### config.mk
export PLATFORM = sky130hd
export DESIGN_NAME = mcu_block_scheduler_flat
export DESIGN_NICKNAME = d
export VERILOG_FILES = /design/src/rtl/mcu_block_scheduler_if.sv /design/src/rtl/mcu_block_scheduler.sv /design/src/flat_wrapper.sv
export SDC_FILE = /design/constraint.sdc
export NUM_CORES = 1
export LEC_CHECK = 0
export CAP_MARGIN = 20
export CORE_MARGIN = 4
export CORE_UTILIZATION = 53
export CTS_BUF_LIST = sky130_fd_sc_hd__clkbuf_8
export DETAILED_ROUTE_END_ITERATION = 7
export PLACE_DENSITY = 0.82
export SYNTH_ARGS = -nofsm -noshare
export SYNTH_HDL_FRONTEND = slang
export SYNTH_SLANG_ARGS = --single-unit
### constraint.sdc
create_clock -name clk -period 2.83 [get_ports clk]
set_input_delay 0.4245 -clock clk [delete_from_list [all_inputs] [get_ports clk]]
set_output_delay 0.4245 -clock clk [all_outputs]
set_load 0.02 [all_outputs]
### src/rtl/mcu_block_scheduler_if.sv
// Coefficient, table-generator and downstream block handshake bundle for the
// MCU block scheduler; master is the scheduler side, slave is its environment.
interface mcu_block_scheduler_if;
    logic       coef_valid;
    logic       coef_ready;
    logic       tg_is_new_coefficient;
    logic       tg_valid;
    logic       blk_valid;
    logic       blk_ready;
    logic [1:0] blk_comp;
    logic       blk_qsel;
    logic       blk_last;

    modport master (
        input  coef_valid, tg_valid, blk_ready,
        output coef_ready, tg_is_new_coefficient, blk_valid, blk_comp, blk_qsel, blk_last
    );

    modport slave (
        output coef_valid, tg_valid, blk_ready,
        input  coef_ready, tg_is_new_coefficient, blk_valid, blk_comp, blk_qsel, blk_last
    );
endinterface

### src/rtl/mcu_block_scheduler.sv
// Walks 4:2:0 MCUs (Y0..Y3, Cb, Cr) through the table generator one block at a time.
// Optional macro RESTART_INTERVAL_EN adds mid-image DC predictor resets every N MCUs.
module mcu_block_scheduler #(
    parameter int Y_BLOCKS  = 4,
    parameter int MCU_CNT_W = 16
) (
    input  logic                 clk,
    input  logic                 rst,
    input  logic                 start,
    input  logic [MCU_CNT_W-1:0] total_mcus,
`ifdef RESTART_INTERVAL_EN
    input  logic [MCU_CNT_W-1:0] restart_interval,
`endif
    mcu_block_scheduler_if.master bus,
    output logic [MCU_CNT_W-1:0] mcu_count,
    output logic                 busy,
    output logic                 done,
    output logic                 dc_reset
);

    localparam int IDX_W = $clog2(Y_BLOCKS + 2);
    localparam logic [IDX_W-1:0] CB_IDX   = IDX_W'(Y_BLOCKS);
    localparam logic [IDX_W-1:0] LAST_IDX = IDX_W'(Y_BLOCKS + 1);

    typedef enum logic [1:0] {
        ST_IDLE    = 2'd0,
        ST_RUN     = 2'd1,
        ST_PRESENT = 2'd2,
        ST_DONE    = 2'd3
    } state_t;

    state_t               state, state_nxt;
    logic [MCU_CNT_W-1:0] total_q;
    logic [IDX_W-1:0]     blk_idx;
    logic                 pending;

    logic start_acc, tg_acc, blk_acc, is_last, mcu_end;
    logic restart_evt, restart_hold;

    assign start_acc = (state == ST_IDLE) & start;
    assign tg_acc    = (state == ST_RUN) & ~pending & bus.tg_valid;
    assign blk_acc   = (state == ST_PRESENT) & bus.blk_ready;
    assign is_last   = (mcu_count == total_q - MCU_CNT_W'(1)) & (blk_idx == LAST_IDX);
    assign mcu_end   = blk_acc & (blk_idx == LAST_IDX);

    // NOTE: sequential state uses non-blocking assignments so every register
    // samples pre-edge values regardless of statement order.
    always_ff @(posedge clk or posedge rst) begin
        if (rst) begin
            state     <= ST_IDLE;
            total_q   <= '0;
            mcu_count <= '0;
            blk_idx   <= '0;
            pending   <= 1'b0;
            dc_reset  <= 1'b0;
        end else begin
            state    <= state_nxt;
            dc_reset <= start_acc | restart_evt;
            if (start_acc) begin
                total_q   <= total_mcus;
                mcu_count <= '0;
                blk_idx   <= '0;
                pending   <= 1'b0;
            end
            if (tg_acc) pending <= 1'b1;
            if (blk_acc) begin
                pending <= 1'b0;
                if (blk_idx == LAST_IDX) begin
                    blk_idx <= '0;
                    if (mcu_count != total_q) mcu_count <= mcu_count + MCU_CNT_W'(1);
                end else begin
                    blk_idx <= blk_idx + IDX_W'(1);
                end
            end
        end
    end

`ifdef RESTART_INTERVAL_EN
    logic [MCU_CNT_W-1:0] ri_q, ri_cnt;

    // The final MCU never triggers a restart; the image is over.
    assign restart_evt = mcu_end & ~is_last & (ri_q != '0) & (ri_cnt == ri_q - MCU_CNT_W'(1));

    always_ff @(posedge clk or posedge rst) begin
        if (rst) begin
            ri_q         <= '0;
            ri_cnt       <= '0;
            restart_hold <= 1'b0;
        end else begin
            restart_hold <= restart_evt;
            if (start_acc) begin
                ri_q   <= restart_interval;
                ri_cnt <= '0;
            end else if (mcu_end & ~is_last & (ri_q != '0)) begin
                ri_cnt <= restart_evt ? '0 : ri_cnt + MCU_CNT_W'(1);
            end
        end
    end
`else
    assign restart_evt  = 1'b0;
    assign restart_hold = 1'b0;
`endif

    // NOTE: every signal written here gets a default first, so no path leaves
    // it unassigned and no latch is inferred.
    always_comb begin
        state_nxt = state;
        unique case (state)
            ST_IDLE:    if (start) state_nxt = (total_mcus == '0) ? ST_DONE : ST_RUN;
            ST_RUN:     if (tg_acc) state_nxt = ST_PRESENT;
            ST_PRESENT: if (blk_acc) state_nxt = is_last ? ST_DONE : ST_RUN;
            ST_DONE:    state_nxt = ST_IDLE;
            default:    state_nxt = ST_IDLE;
        endcase
    end

    always_comb begin
        bus.blk_comp = 2'd0;
        bus.blk_qsel = 1'b0;
        if (blk_idx == CB_IDX) begin
            bus.blk_comp = 2'd1;
            bus.blk_qsel = 1'b1;
        end else if (blk_idx == LAST_IDX) begin
            bus.blk_comp = 2'd2;
            bus.blk_qsel = 1'b1;
        end
    end

    // blk_valid comes straight off the state register, one cycle after tg_valid.
    assign bus.blk_valid             = (state == ST_PRESENT);
    assign bus.blk_last              = is_last;
    assign bus.coef_ready            = (state == ST_RUN) & ~pending & ~restart_hold;
    assign bus.tg_is_new_coefficient = bus.coef_valid & bus.coef_ready;
    assign busy                      = (state != ST_IDLE);
    assign done                      = (state == ST_DONE);

endmodule

### src/flat_wrapper.sv
// flat-port wrapper written by rule: the top's interface ports become plain ports
module mcu_block_scheduler_flat 
#(
    parameter int Y_BLOCKS  = 4,
    parameter int MCU_CNT_W = 16
)
  (clk, rst, start, total_mcus, mcu_count, busy, done, dc_reset, bus_coef_valid, bus_tg_valid, bus_blk_ready, bus_coef_ready, bus_tg_is_new_coefficient, bus_blk_valid, bus_blk_comp, bus_blk_qsel, bus_blk_last);
  mcu_block_scheduler_if bus_i ();
  input  logic clk;
  input  logic rst;
  input  logic start;
  input  logic [MCU_CNT_W-1:0] total_mcus;
  output logic [MCU_CNT_W-1:0] mcu_count;
  output logic busy;
  output logic done;
  output logic dc_reset;
  input wire logic [$bits(bus_i.coef_valid)-1:0] bus_coef_valid;
  input wire logic [$bits(bus_i.tg_valid)-1:0] bus_tg_valid;
  input wire logic [$bits(bus_i.blk_ready)-1:0] bus_blk_ready;
  output wire logic [$bits(bus_i.coef_ready)-1:0] bus_coef_ready;
  output wire logic [$bits(bus_i.tg_is_new_coefficient)-1:0] bus_tg_is_new_coefficient;
  output wire logic [$bits(bus_i.blk_valid)-1:0] bus_blk_valid;
  output wire logic [$bits(bus_i.blk_comp)-1:0] bus_blk_comp;
  output wire logic [$bits(bus_i.blk_qsel)-1:0] bus_blk_qsel;
  output wire logic [$bits(bus_i.blk_last)-1:0] bus_blk_last;
  assign bus_i.coef_valid = bus_coef_valid;
  assign bus_i.tg_valid = bus_tg_valid;
  assign bus_i.blk_ready = bus_blk_ready;
  assign bus_coef_ready = bus_i.coef_ready;
  assign bus_tg_is_new_coefficient = bus_i.tg_is_new_coefficient;
  assign bus_blk_valid = bus_i.blk_valid;
  assign bus_blk_comp = bus_i.blk_comp;
  assign bus_blk_qsel = bus_i.blk_qsel;
  assign bus_blk_last = bus_i.blk_last;
  mcu_block_scheduler #(.Y_BLOCKS(Y_BLOCKS), .MCU_CNT_W(MCU_CNT_W)) u_core (.clk(clk), .rst(rst), .start(start), .total_mcus(total_mcus), .bus(bus_i), .mcu_count(mcu_count), .busy(busy), .done(done), .dc_reset(dc_reset));
endmodule
# Word-level counts from Yosys, hierarchy flattened
# Index checks and enable logic that the tools add are counted.
# op_classes
add_sub_neg	3
n_eq_ne	10
muxes	20
bitwise_logic	7
n_reduce_logical	6
# ops
cell	count
2-to-1 mux 16 bit	4
adder 16 x 1 -> 16 bit, second input constant	1
equality test 16 bit	1
logical NOT 16 bit	1
!= test 16 bit	1
subtractor 16 x 1 -> 16 bit, second input constant	1
2-to-1 mux 2 bit	7
2-to-1 mux 3 bit	3
one-hot mux 2 bit (4 select lines)	1
AND 1 bit	6
equality test 3 bit, second input constant	2
2-to-1 mux 1 bit	5
equality test 2 bit, second input constant	2
!= test 2 x 1 -> 1 bit, second input constant	2
nonzero test 2 bit	2
adder 3 x 1 -> 3 bit, second input constant	1
AND reduction 3 bit	1
nonzero test 3 bit	1
equality test 2 x 1 -> 1 bit, second input constant	1
logical NOT 2 bit	1
!= test 2 bit, second input constant	1
inverter 1 bit	1
# word_totals
register_bits	39
input_bits	22
output_inout_bits	26
word_cells	52

# Longest topological paths before layout
# Gate-level depths: netlist of run 1.
# depth
ltp_word	6
mapped_depth	9
mapped_depth_nobuf	8

# Worst setup path after synthesis of run 1
# OpenSTA, ideal clock, no wires.
# synth_path
path_type	register to output
startpoint	register u_core.total_q[0]
endpoint	output port bus_blk_last
t_arrival_ps	2155
required_time_ps	2406
setup_slack_ps	251
path_stages_with_launch	9
n_path_buf	0
cell_sequence	dfrtp_1 > inv_1 > ha_1 > nor3b_2 > nand4b_1 > mux2_2 > o22ai_1 > nand4_1 > a211oi_1
# synth_via
elab_chain_len	3
# synth_lines
element	line_no	rtl
from (decl)	mcu_block_scheduler.sv:33	logic [MCU_CNT_W-1:0] total_q;
from (signal assigned)	mcu_block_scheduler.sv:60	total_q <= total_mcus;
subtractor 16 x 1 -> 16 bit	mcu_block_scheduler.sv:43	assign is_last = (mcu_count == total_q - MCU_CNT_W'(1)) & (blk_idx == LAST_IDX);
equality test 16 bit	mcu_block_scheduler.sv:43	
AND 1 bit	mcu_block_scheduler.sv:43	
to (decl)	flat_wrapper.sv:25	output wire logic [$bits(bus_i.blk_last)-1:0] bus_blk_last;
# Every way passes these cells.

# Final worst setup path of run 1
# layout_path
startpoint	register u_core.total_q[9]
endpoint	output port bus_blk_last
# The elaborated chain is that of the path after synthesis.

==> results of run 1 <==
[cells in the final DEF (no fill, tap or decap), types with 6 or more instances in the layout]
cell type	Yosys	layout
nand2_1	54	54
clkdlybuf4s50_1	0	46
dfrtp_1	39	39
buf_4	0	28
inv_1	16	17
xnor2_1	15	15
o21ai_0	14	14
nand3_1	12	12
nor2_1	9	9
xor2_1	8	8
o31ai_1	8	8
nand4_1	7	7
nor4_1	8	7
a21oi_1	7	7
nor3_1	7	6
o211ai_1	6	6
[synthesized netlist by cell type, drive strengths merged, types with 7 or more instances]
master,number
o31ai,8
nor3,7
nor4,8
nand3,12
nor2,9
o21ai,14
xor2,8
inv,16
nand2,54
nand4,7
dfrtp,39
xnor2,15
a21oi,7
[cells by family (layout without fill, tap and decap cells)]
group	Yosys count	after routing	share of synthesized area
AO/OA/AOI/OAI	53	53	0.1524
multiplexers	5	5	0.02230
buffers and inverters	28	97	0.04992
XOR/XNOR	23	23	0.08550
AND/OR/NAND/NOR	124	124	0.2650
flip-flops	39	39	0.4142
adder cells (fa/ha/maj)	2	2	0.01062
[state kept, by name (all words and copies together), names as in the netlist]
name,count
u_core.mcu_count,16
u_core.total_q,16
u_core.blk_idx,3
u_core.state,2
u_core.dc_reset,1
u_core.pending,1
[cell type report]
type                    count  area, sq um
well taps                  50        62.56
inverters                  17        63.81
multi-input cells         207         1279
fillers                   337         1020
clock inverters             1        3.754
repair buffers             74        670.6
clock buffers               5        68.82
flip-flops and latches     39        975.9
[worst paths after layout]
check / endpoint / cells past startpoint / slack (ns) / from
worst max-delay path: bus_blk_last / 7 / 0.08 / u_core.total_q[9]
worst min-delay path: u_core.total_q[15] / 2 / 0.50 / u_core.total_q[15]
worst max register to register: u_core.mcu_count[15] / 8 / 0.65 / u_core.total_q[9]
worst min register to register: u_core.total_q[15] / 2 / 0.50 / u_core.total_q[15]
max in group asynchronous: u_core.total_q[2] / 3 / 1.93 / rst
min in group asynchronous: u_core.mcu_count[7] / 3 / 0.55 / rst
[where the power goes]
group | internal [mW] | switching [mW]
Combinational | 0.578 | 0.656
Sequential | 0.700 | 0.125
Clock | 0.161 | 0.181
Total | 1.44 | 0.962
[metal layers]
layer | vias to the layer above | share of wire | GRT usage
met5 | - | 0 | 0
met4 | 0 | 0.017 | 0.09289
met3 | 13 | 0.068 | 0.04139
met2 | 93 | 0.50 | 0.4107
met1 | 1078 | 0.42 | 0.3106
li1 | 1126 | - | -
[worst max-delay path, stage by stage, from the launching register on]
cell and delay, ns:
dfrtp_1 0.41, or4_1 0.58, nor3_2 0.21, xnor2_1 0.09
o31ai_1 0.21, nand4_1 0.16, a211oi_2 0.20, buf_4 0.18
[what timing repair did]
action | CTS | global route
hold buffers | 0 | 0
setup endpoints to repair | 1 | 1
resized for setup | 5 | 4
[metrics by stage]
step / util / setup TNS (ns) / hold slack, ns / worst slack (ns)
6_report: 0.7539 / 0 / 0.5028 / 0.07692
5_1_grt: 0.7539 / -0.1082 / 0.5521 / -0.1082
4_1_cts: 0.7494 / 0 / 0.5052 / 0.06032
3_5_place_dp: 0.7331 / -0.08498 / 0.4888 / -0.08498
3_3_place_gp: 0.7331 / 0 / 0.4874 / 0.006918
2_1_floorplan: - / 0 / 0.4668 / 0.2508
==> qor.yml, run 1 <==
placement:
  placed_area_sq_mm: 0.003038
  port-buffer-count: 47
  gpl.final_weighted_congestion: 0.9501
  dp_hpwl_mm: 4.648
  placed_cells: 387
yosys:
  post_synth.cell_area_avg_sq_um: 8.599
  synth_edf_count: 0
  postSynthNetCount: 298
  synth.largest_area_cell: "dfrtp_1"
  synth_sequential_area_ratio: 0.4142
  ys_types: 46
  synth.top_cell.area_share: 0.4142
  postSynth.asyncResetShare: 1.000
  top_reg_cell_synth: "dfrtp_1"
  syn_inst: 274
  netlist_top_cells_area: "dfrtp_1 (41%), nand2_1 (8.6%), xnor2_1 (5.6%)"
  yosys_register_bits: 39
  yosys_warnings: 0
  syn_area_sq_mm: 0.002356
power:
  fin_total_pwr_mw: 2.401
  leakagePower_nw: 1.331
  peakVddDrop_v: 0.0005990
  pwr_density_cell_mw_per_mm2: 768.4
finish:
  syn_to_final_growth_pct: 32.61
  finalNetCount: 368
  insertedDiodeCount: 0
  final_cell_count_no_fill: 393
  fin_area_sq_mm: 0.003124
  proportion_of_layout_cells_with_a_drive_suffix_above_1: 0.1224
route:
  remaining_drc_errors: 0
  firstDrtPassIters: 5
  drt_first_iter_violations: 150
  final_antenna_net_count: 0
  via_count: 2310
  routed_wl_mm: 6.202
  detail_route.vias_per_cell: 5.878
  post_drt_wl_per_cell_um: 15.78
global_route:
  grt_antenna_before_repair: 0
  grt_first_pass_wirelength_mm: 10.21
  grt_max_degree: 40
  all_layer_global_routing_usage: 0.2424
  grt.overflow.total: 0
  first_global_vias: 2204
run_status:
  status: "finished, final reports clean"
timing:
  timing.final.crit_period_ns: 2.753
  actual_transition_at_the_worst_max_transition_pin_ns: 0.6789
  period_share: 0.9728
  timing.final.max_slew_violations: 0
  relSlewSlack: 0.5446
  setup_viol: 0
  rsz0062_at_grt: "true"
  upper_clock_frequency_limit_ghz: 0.3632
  finalHoldViolations: 0
  clock-skew-final_ns: 0.007071
clock_network:
  cts_root_buf: "clkbuf_8"
  latest_clock_arrival_within_the_worst_skew_pair_ns: 0.30
  cts_setup_buffers: 0
  tritoncts: "yes"
  cts.sinks: 39
  cts-root-to-sink-buffers: 2
  path_clk_slew_ns: 0.07
  tritoncts.num_buffers: 5
  cts.htree.levels: 2
worst_setup_path:
  worstPathArrival_ns: 2.33
  end_kind: "output pin"
  timing.critical_path.fanout_max: 4
  worst-setup-path-type: "reg2out"
  worstPathRequired_ns: 2.41
  cp-start-kind: "register"
die:
  core_sq_mm: 0.004144
  die_height_um: 74.68
  floorplan.initialDensity: 0.5685
  rows: 23
  die_width_um: 74.68
  fp.dieArea_sq_mm: 0.005576
  num_io_pins: 48
hold_path:
  class_of_the_tightest_hold_or_removal_check: "reg2reg"
run:
  drv.max_cap_violation_count: 0
(Power assumes the default switching activity.)
==> inputs of run 2 (changes only) <==
- TNS_END_PERCENT: not set -> 30
==> results of run 2 <==
Same layout as run 1: the final DEF is identical, and so are final timing and power.
